### src/rtl/div_pkg.sv
// rtl/div_pkg.sv - shared widths and helpers for the divider cell chain
// Purpose: operand/result widths, pipeline latency and collector depth used by the
//          issue stage, the cell chain and the result collector.
// Ports: none (package).
package div_pkg;

    localparam int N     = 5;           // dividend width
    localparam int M     = 3;           // divisor width
    localparam int QW    = N - M + 1;   // quotient width (one cell per quotient bit)
    localparam int RW    = M;           // remainder width
    localparam int LAT   = 2 * QW;      // two register stages per cell
    localparam int DEPTH = 4;           // result buffer entries and issue credit limit

    function automatic int clog2(input int value);
        int result;
        result = 0;
        for (int i = 0; i < 32; i++) begin
            if ((1 << result) < value) begin
                result = result + 1;
            end
        end
        return result;
    endfunction

    localparam int PW  = clog2(DEPTH);      // buffer pointer width
    localparam int CW  = PW + 1;            // occupancy width, holds 0..DEPTH
    localparam int IFW = clog2(LAT + 1);    // in-flight counter width, holds 0..LAT

endpackage

### src/rtl/div_collect_fifo.sv
// rtl/div_collect_fifo.sv - DEPTH-entry register FIFO for quotient/remainder results
// Purpose: stores results captured from the last divider cell until the consumer pops them.
// Ports:
//   clk, rstn   clock, asynchronous active-low reset
//   push        write push_data at the tail (dropped when full)
//   push_data   {quotient, remainder}
//   pop         advance the head (no-op when empty)
//   pop_data    head entry, zero when empty
//   count       occupancy 0..DEPTH
//   empty       count == 0
module div_collect_fifo
    import div_pkg::*;
(
    input  logic               clk,
    input  logic               rstn,
    input  logic               push,
    input  logic [QW+RW-1:0]   push_data,
    input  logic               pop,
    output logic [QW+RW-1:0]   pop_data,
    output logic [CW-1:0]      count,
    output logic               empty
);

    logic [QW+RW-1:0] mem_q [DEPTH];
    logic [QW+RW-1:0] mem_d [DEPTH];
    logic [PW-1:0]    wr_ptr_q, wr_ptr_d;
    logic [PW-1:0]    rd_ptr_q, rd_ptr_d;
    logic [CW-1:0]    count_q, count_d;
    logic             full;
    logic             do_push;
    logic             do_pop;

    always_comb begin
        full    = (count_q == CW'(DEPTH));
        empty   = (count_q == '0);
        do_push = push & ~full;
        do_pop  = pop & ~empty;

        mem_d = mem_q;
        if (do_push) begin
            mem_d[wr_ptr_q] = push_data;
        end

        // DEPTH is a power of two, so pointer wrap is plain overflow.
        wr_ptr_d = wr_ptr_q + PW'(do_push);
        rd_ptr_d = rd_ptr_q + PW'(do_pop);
        count_d  = count_q + CW'(do_push) - CW'(do_pop);

        pop_data = empty ? '0 : mem_q[rd_ptr_q];
        count    = count_q;
    end

    always_ff @(posedge clk or negedge rstn) begin
        if (!rstn) begin
            for (int i = 0; i < DEPTH; i++) begin
                mem_q[i] <= '0;
            end
            wr_ptr_q <= '0;
            rd_ptr_q <= '0;
            count_q  <= '0;
        end else begin
            mem_q    <= mem_d;
            wr_ptr_q <= wr_ptr_d;
            rd_ptr_q <= rd_ptr_d;
            count_q  <= count_d;
        end
    end

endmodule

### src/rtl/div_result_collector.sv
// rtl/div_result_collector.sv - tracks divider ops in flight and buffers their results
// Purpose: follows each op through the non-stallable cell pipeline, captures the last cell's
//          quotient/remainder into a FIFO and grants issue credits so the FIFO never overflows.
// Config: DIV_COLLECT_ERR_EN adds a sticky err output for protocol violations.
// Ports:
//   clk, rstn            clock, asynchronous active-low reset
//   in_vld / in_rdy      op issued into cell 0 / credit available
//   pipe_quot, pipe_rem  last-cell results, valid LAT cycles after issue
//   out_vld / out_rdy    head entry valid / consumer accepts it
//   out_quot, out_rem    head entry, zero when empty
//   count                FIFO occupancy
//   err                  (DIV_COLLECT_ERR_EN only) sticky violation flag
module div_result_collector
    import div_pkg::*;
(
    input  logic            clk,
    input  logic            rstn,
    input  logic            in_vld,
    output logic            in_rdy,
    input  logic [QW-1:0]   pipe_quot,
    input  logic [RW-1:0]   pipe_rem,
    output logic            out_vld,
    input  logic            out_rdy,
    output logic [QW-1:0]   out_quot,
    output logic [RW-1:0]   out_rem,
    output logic [CW-1:0]   count
`ifdef DIV_COLLECT_ERR_EN
    ,
    output logic            err
`endif
);

    localparam int SW = ((IFW > CW) ? IFW : CW) + 1;

    logic [LAT-1:0]   vld_sr_q, vld_sr_d;
    logic [IFW-1:0]   inflight_q, inflight_d;
    logic             accepted;
    logic             push;
    logic             pop;
    logic             fifo_empty;
    logic [QW+RW-1:0] head_data;
    logic [SW-1:0]    credit_used;

    div_collect_fifo u_fifo (
        .clk       (clk),
        .rstn      (rstn),
        .push      (push),
        .push_data ({pipe_quot, pipe_rem}),
        .pop       (pop),
        .pop_data  (head_data),
        .count     (count),
        .empty     (fifo_empty)
    );

    always_comb begin
        // Every op in flight has a reserved slot, so a push can always land.
        credit_used = SW'(inflight_q) + SW'(count);
        in_rdy      = (credit_used < SW'(DEPTH));
        accepted    = in_vld & in_rdy;
        push        = vld_sr_q[LAT-1];
        out_vld     = ~fifo_empty;
        pop         = out_vld & out_rdy;
        {out_quot, out_rem} = head_data;

        vld_sr_d   = {vld_sr_q[LAT-2:0], accepted};
        inflight_d = inflight_q + IFW'(accepted) - IFW'(push);
    end

    always_ff @(posedge clk or negedge rstn) begin
        if (!rstn) begin
            vld_sr_q   <= '0;
            inflight_q <= '0;
        end else begin
            vld_sr_q   <= vld_sr_d;
            inflight_q <= inflight_d;
        end
    end

`ifdef DIV_COLLECT_ERR_EN
    logic err_q, err_d;
    logic fifo_full;

    always_comb begin
        fifo_full = (count == CW'(DEPTH));
        err_d     = err_q | (in_vld & ~in_rdy) | (push & fifo_full);
        err       = err_q;
    end

    always_ff @(posedge clk or negedge rstn) begin
        if (!rstn) begin
            err_q <= 1'b0;
        end else begin
            err_q <= err_d;
        end
    end
`endif

endmodule

### config.mk
export PLATFORM = sky130hd
export DESIGN_NAME = div_result_collector
export DESIGN_NICKNAME = d
export VERILOG_FILES = /design/src/rtl/div_pkg.sv /design/src/rtl/div_collect_fifo.sv /design/src/rtl/div_result_collector.sv
export SDC_FILE = /design/constraint.sdc
export NUM_CORES = 1
export LEC_CHECK = 0
export ABC_CLOCK_PERIOD_IN_PS = 3850
export CORE_MARGIN = 10
export CORE_UTILIZATION = 65
export CTS_CLUSTER_SIZE = 10
export DETAILED_ROUTE_END_ITERATION = 8
export DONT_BUFFER_PORTS = 1
export HOLD_SLACK_MARGIN = 0.15
export PLACE_DENSITY = 0.81
export SLEW_MARGIN = 15
export SYNTH_ARGS = -nofsm -noshare
export SYNTH_HDL_FRONTEND = slang
export SYNTH_SLANG_ARGS = --single-unit
### constraint.sdc
create_clock -name clk -period 3.85 [get_ports clk]
set_clock_uncertainty 0.05 [all_clocks]
set_input_delay 0.385 -clock clk [delete_from_list [all_inputs] [get_ports clk]]
set_output_delay 0.385 -clock clk [all_outputs]
set_load 0.01 [all_outputs]
==> run_results.csv, run 1 <==
group,metric,value,unit
worst_setup_path,crit_path_max_fanout,6,
global_routing,globalRouteOverflowTotal,0,
synthesis,yosysUniqueCellTypes,21,
global_routing,track_usage,0.135,
pwr,power_density,876,nW/um^2
worst_setup_path,criticalPathCategory,"reg2reg",
worst_setup_path,cp-end-kind,"flop",
sta,fin_setup_tns,0,ns
pwr,power_leakage,0.963,nW
worst_setup_path,worst-path-buf-inv,1,
placed_design,dp_hpwl,2130,um
synthesis,ys_ff_latch,40,
sta,fin_crit,3.02,ns
worst_setup_path,path_delay_family,"adder cells",
cells_and_area,final_nets,151,
synthesis,synth_nets,137,
sta,hold_viol,0,
routing,drt_pass1_iterations,3,
floorplan,row_count,19,
cts,insertion_delay,0.34,ns
pwr,switching_share,0.331,
cts,cts_tree,"built",
worst_setup_path,slowest_stage,"nor4_1",
floorplan,boundaryPins,21,
routing,drc,0,
pwr,comb_power_share,0.374,
global_routing,grt_first_pass_wirelength,5460,um
synthesis,synthCells,117,
routing,routedWlPerCell,19.4,um
sta,rsz0062_at_grt,"false",
routing,via_per_inst,5.88,
pwr,seqPwrFrac,0.453,
floorplan,fp.dieW,72.7,um
routing,drt_iter0_drc,86,
synthesis,synth_area,1810,um^2
global_routing,grt_pass1_vias,1037,
status,outcome,"completed",
cts,cts-root-buf,"clkbuf_4",
pwr,power.share.clock,0.173,
sta,setup_viol,0,
global_routing,grt_max_degree,41,
floorplan,die_h,72.7,um
synthesis,yosysSeqAreaShare,0.554,
worst_setup_path,cpMostUsedCell,"ha_1",
placed_design,place.port_buffers,0,
routing,ant_nets,0,
synthesis,yosys_warnings,0,
synthesis,avgSynthCellArea,15.4,um^2
cells_and_area,area_growth,12.8,%
placed_design,gp_congestion,0.739,
worst_setup_path,critPathLaunchType,"flop",
worst_hold_path,hold_class,"in2reg",
cells_and_area,finish.utilization,0.752,
worst_setup_path,cp_slowest_stage_delay,0.54,ns
worst_setup_path,crit_chain,"ha_1, and3_1, nor4_1, nand2_1, ha_1, inv_1, ha_1, fa_1, xnor2_1, xnor2_1",
cts,cts_buffers,5,
cts,cts.sinks,40,
flow_run,cap_viol_max_count,0,
routing,drt-total-wl,3170,um
pwr,worst_ir_drop_vdd,0.660,mV
floorplan,dieArea,5290,um^2
sta,fin_crit_sh,0.786,
cts,htreeDepth,2,
worst_setup_path,cp.arrival,3.24,ns
floorplan,coreArea,2710,um^2
cells_and_area,diodes,0,
cells_and_area,drive_gt1_frac,0.333,
sta,final_max_slew_viol_count,0,
sta,slew_headroom,0.521,
sta,max_freq,331,MHz
cts,cts_resized,0,
cells_and_area,final-instance-count-excl-fill,163,
cts,clk_pin_slew_worst_paths,0.12,ns
cts,clk_path_buf_depth,2,
worst_setup_path,cp_data_required_time,4.07,ns
placed_design,placedCellCount,146,
pwr,p_sw,0.590,mW
routing,vias,959,
pwr,total_power,1.79,mW
sta,tightest_slew,0.712,ns
floorplan,start_util,0.666,
pwr,p_int,1.19,mW
global_routing,antenna_found_initial,0,
[final cells by class]
class	instances	area [um^2]
Tap cell	31	38.8
Sequential cell	40	1000
Clock inverter	1	30.0
Inverter	8	30.0
Multi-Input combinational cell	65	757
Clock buffer	7	65.1
Fill cell	168	673
Timing Repair Buffer	11	115
[what timing repair did]
action                    CTS  global route
hold endpoints to repair   65             0
buffers inserted            0             0
hold buffers                9             0
[cell usage after synthesis]
| library cell | instances | area share |
|---|---|---|
| and2_1 | 1 | 0.0035 |
| and3_1 | 1 | 0.0035 |
| buf_2 | 2 | 0.0055 |
| clkbuf_1 | 2 | 0.0042 |
| dfrtp_1 | 40 | 0.55 |
| fa_1 | 2 | 0.022 |
| ha_1 | 8 | 0.055 |
| inv_1 | 8 | 0.017 |
| mux2_2 | 18 | 0.11 |
| mux2_4 | 6 | 0.050 |
| mux4_2 | 6 | 0.075 |
| nand2_1 | 2 | 0.0042 |
| nor2b_1 | 8 | 0.028 |
| nor3_1 | 1 | 0.0028 |
| nor3_2 | 1 | 0.0055 |
| nor3b_2 | 2 | 0.014 |
| nor4_1 | 1 | 0.0035 |
| nor4bb_1 | 1 | 0.0055 |
| or4b_1 | 1 | 0.0055 |
| xnor2_1 | 3 | 0.015 |
| xor2_1 | 3 | 0.015 |
[layout by cell type, fill, tap and decap left out]
cell           synthesis  layout
buf_4                  0       2
dlygate4sd3_1          0       8
mux4_2                 6       6
buf_12                 0       1
nor3_1                 1       1
nor2b_1                8       8
nor3_2                 1       1
clkbuf_4               0       5
inv_1                  8       8
bufinv_16              0       1
nand2_1                2       2
clkbuf_8               0       2
nor4bb_1               1       1
mux2_2                18      18
and2_1                 1       1
mux2_4                 6       6
nor4_1                 1       1
ha_1                   8       8
fa_1                   2       2
xnor2_1                3       3
nor3b_2                2       2
and3_1                 1       1
dfrtp_1               40      40
xor2_1                 3       3
or4b_1                 1       1
[sequential cells by signal (all words and copies together) (netlist names)]
name / flops
vld_sr_q: 6
inflight_q: 3
u_fifo.rd_ptr_q: 2
u_fifo.mem_q: 24
u_fifo.count: 3
u_fifo.wr_ptr_q: 2
[worst register-to-register path: stages, from the launching register on]
cell and delay [ns]:
dfrtp_1 0.50, ha_1 0.32, and3_1 0.14, nor4_1 0.54, nand2_1 0.13, ha_1 0.30
inv_1 0.03, ha_1 0.18, fa_1 0.39, xnor2_1 0.22, xnor2_1 0.15
[per-layer routing]
layer | track usage | vias to the layer above | part of all wire
li1 | - | 433 | -
met1 | 0.167 | 505 | 0.43
met2 | 0.215 | 15 | 0.51
met3 | 0.0490 | 6 | 0.044
met4 | 0.0443 | 0 | 0.013
met5 | 0 | - | 0
[path summary, 6_finish.rpt]
kind | from | endpoint | slack, ns | cells past startpoint
hold / removal | out_rdy | u_fifo.rd_ptr_q[0]$_DFF_PN0_ | 0.30 | 2
setup reg to reg | u_fifo.count[1]$_DFF_PN0_ | inflight_q[2]$_DFF_PN0_ | 0.83 | 10
max in group asynchronous | rstn | u_fifo.mem_q[5]$_DFFE_PN0P_ | 3.12 | 2
hold reg to reg | vld_sr_q[3]$_DFF_PN0_ | vld_sr_q[4]$_DFF_PN0_ | 0.31 | 0
setup / recovery | u_fifo.count[1]$_DFF_PN0_ | inflight_q[2]$_DFF_PN0_ | 0.83 | 10
min in group asynchronous | rstn | vld_sr_q[4]$_DFF_PN0_ | 0.44 | 2
[through the flow]
step	setup WS [ns]	hold WS, ns	instance area (um^2)
6_report	0.826	0.300	2040
5_1_grt	0.605	0.288	2040
4_1_cts	0.776	0.293	2040
3_5_place_dp	0.782	0.0406	1840
3_3_place_gp	0.922	0.0407	1840
2_1_floorplan	1.07	0.0394	1810
[kinds of logic after synthesis]
family | synth area share
fa+ha+maj | 0.0776
xor+xnor | 0.0291
flops | 0.554
buf+inv | 0.0263
mux | 0.237
simple gates | 0.0755
[power by group through the flow]
stage	sequential, mW	combinational [mW]	clock, mW
after floorplan	0.735	0.592	0
after global placement	0.799	0.626	0
after detailed placement	0.819	0.664	0
after CTS	0.812	0.686	0.315
after global routing	0.841	0.760	0.332
final	0.809	0.668	0.308
No activity file was read; power rests on OpenSTA's default activity.
==> run 2: changes to the inputs <==
- ABC_CLOCK_PERIOD_IN_PS: 3850 -> 3090
- CORE_UTILIZATION: 65 -> 61
- PLACE_DENSITY: 0.81 -> 0.77
- clock period: 3.85 -> 3.09 ns (I/O delays scaled with it)
==> run 2 against run 1 <==
Via count is 3.0% lower. Non-clock buffer count increased by 2. Combinational power is 31% higher. Critical path depth stayed put. Sequential power up 21%. Worst hold slack got worse by 0.053 ns. Flip-flop and latch count stayed put. Sequential share of layout area fell by 0.42 points. Clock power grew 33%. Critical endpoint unchanged.
==> run_results.csv, run 2 (synthesis gave the netlist of run 1 again) <==
group,metric,value,unit
status,outcome,"completed",
pwr,worst_ir_drop_vdd,0.593,mV
placed_design,dp_hpwl,2070,um
worst_setup_path,worst-path-buf-inv,2,
floorplan,dieArea,5540,um^2
worst_setup_path,cp_slowest_stage_delay,0.48,ns
floorplan,coreArea,2810,um^2
sta,max_freq,383,MHz
placed_design,place.port_buffers,0,
cells_and_area,layout_common_cells,"dfrtp_1, mux2_2",
worst_setup_path,slowest_stage,"dfrtp_1",
cts,insertion_delay,0.34,ns
worst_setup_path,path_delay_family,"adder cells",
cells_and_area,reg_top3,"u_fifo.mem_q: 24 flops, vld_sr_q: 6 flops",
routing,vias,930,
sta,rsz0062_at_grt,"false",
floorplan,die_h,74.4,um
floorplan,fp.dieW,74.4,um
worst_setup_path,cpMostUsedCell,"ha_1",
worst_setup_path,cp.arrival,2.83,ns
worst_hold_path,hold_depth,2,
sta,fin_crit,2.61,ns
worst_setup_path,cp_data_required_time,3.31,ns
cells_and_area,drive_gt1_frac,0.338,
routing,ant_nets,0,
global_routing,globalRouteOverflowTotal,0,
placed_design,placed_cell_area,1860,um^2
pwr,total_power,2.27,mW
sta,final_max_slew_viol_count,0,
cts,cts_tree,"built",
routing,drc,0,
floorplan,row_count,19,
cells_and_area,fin_area,2050,um^2
routing,drt_pass1_iterations,2,
flow_run,cap_viol_max_count,0,
placed_design,gp_congestion,0.676,
routing,routedWlPerCell,18.4,um
worst_setup_path,crit_chain,"ha_1, nor4_1, buf_4, nand2_1, ha_1, inv_1, ha_1, fa_1, xnor2_1, xnor2_1",
global_routing,grt_first_pass_wirelength,5200,um
routing,via_per_inst,5.67,
sta,fin_setup_tns,0,ns
worst_setup_path,crit_path_max_fanout,5,
sta,tightest_slew,0.657,ns
cells_and_area,diodes,0,
cells_and_area,fillers,189,
cts,cts.sinks,40,
global_routing,grt_pass1_vias,1038,
sta,timing.hold.ws,0.247,ns
routing,drt-total-wl,3010,um
cells_and_area,top_register,"u_fifo.mem_q",
global_routing,grt_max_degree,41,
global_routing,antenna_found_initial,0,
pwr,power_leakage,0.972,nW
pwr,power_density,1100,nW/um^2
worst_setup_path,cp-end-kind,"flop",
global_routing,track_usage,0.128,
routing,drt_iter0_drc,45,
cells_and_area,largest_register_ff_count,24,
cells_and_area,finish.utilization,0.732,
cts,cts_buffers,5,
cells_and_area,final_nets,153,
sta,slew_headroom,0.560,
cts,cts_setup_buffers,0,
cells_and_area,layout.cells.most_common,"dfrtp_1",
cells_and_area,area_growth,13.8,%
worst_hold_path,hold_class,"in2reg",
sta,hold_viol,0,
cts,clk_pin_slew_worst_paths,0.11,ns
cts,clk_path_buf_depth,2,
floorplan,boundaryPins,21,
worst_setup_path,critPathLaunchType,"flop",
floorplan,start_util,0.644,
worst_setup_path,criticalPathCategory,"reg2reg",
cts,htreeDepth,2,
sta,fin_crit_sh,0.845,
cts,cts-root-buf,"clkbuf_4",
sta,setup_viol,0,
worst_setup_path,worstSetupPathDepth,10,
worst_setup_path,worstRegToRegCells,10,
run 2: cell types whose count changed in the layout (fill, tap and decap cells not counted), sizes merged:
cell / previous run / this run
clkbuf: 7 / 5
buf: 3 / 5
bufinv: 1 / 2
run 2: path summary, 6_finish.rpt:
| check | from | endpoint | slack (ns) |
|---|---|---|---|
| min reg2reg | vld_sr_q[1]$_DFF_PN0_ | vld_sr_q[2]$_DFF_PN0_ | 0.31 |
| min | out_rdy | u_fifo.rd_ptr_q[0]$_DFF_PN0_ | 0.25 |
| max reg2reg | u_fifo.count[2]$_DFF_PN0_ | inflight_q[2]$_DFF_PN0_ | 0.48 |
| max | u_fifo.count[2]$_DFF_PN0_ | inflight_q[2]$_DFF_PN0_ | 0.48 |
| max in group asynchronous | rstn | u_fifo.mem_q[19]$_DFFE_PN0P_ | 2.44 |
| min in group asynchronous | rstn | u_fifo.mem_q[17]$_DFFE_PN0P_ | 0.36 |
run 2: through the flow:
step / instances / worst slack, ns
after global placement: 148 / 0.583
after CTS: 164 / 0.434
after global routing: 164 / 0.271
final: 164 / 0.479
after floorplan: 117 / 0.313
after detailed placement: 148 / 0.472
run 2: timing repair:
item	in CTS	in global routing
hold endpoints to repair	65	0
resized for setup	0	0
hold buffers	9	0
endpoints found under the setup margin	0	0
run 2: power breakdown:
part           leakage, nW  internal [mW]  total (mW)  switching (mW)
Combinational        0.424          0.511       0.875           0.364
Clock               0.0513          0.248       0.410           0.162
Sequential           0.497          0.786       0.981           0.195
Total                0.972           1.54        2.27           0.721
run 2: metal layers:
metal,global-route usage,routed length (um),part of all wire,up-vias
met5,0,0,0,-
met4,0.0693,55,0.018,0
met3,0.0492,141,0.047,5
met2,0.176,1350,0.45,15
met1,0.170,1470,0.49,471
li1,-,-,-,439
run 2: final cells by class:
cell class	instances	area (um^2)	share of cell area
sequential	40	1000	0.487
multi-input combinational	65	757	0.368
timing repair buffer	13	130	0.0633
clock inverter	2	60.1	0.0292
tap	31	38.8	0.0189
clock buffer	5	37.5	0.0183
inverter	8	30.0	0.0146
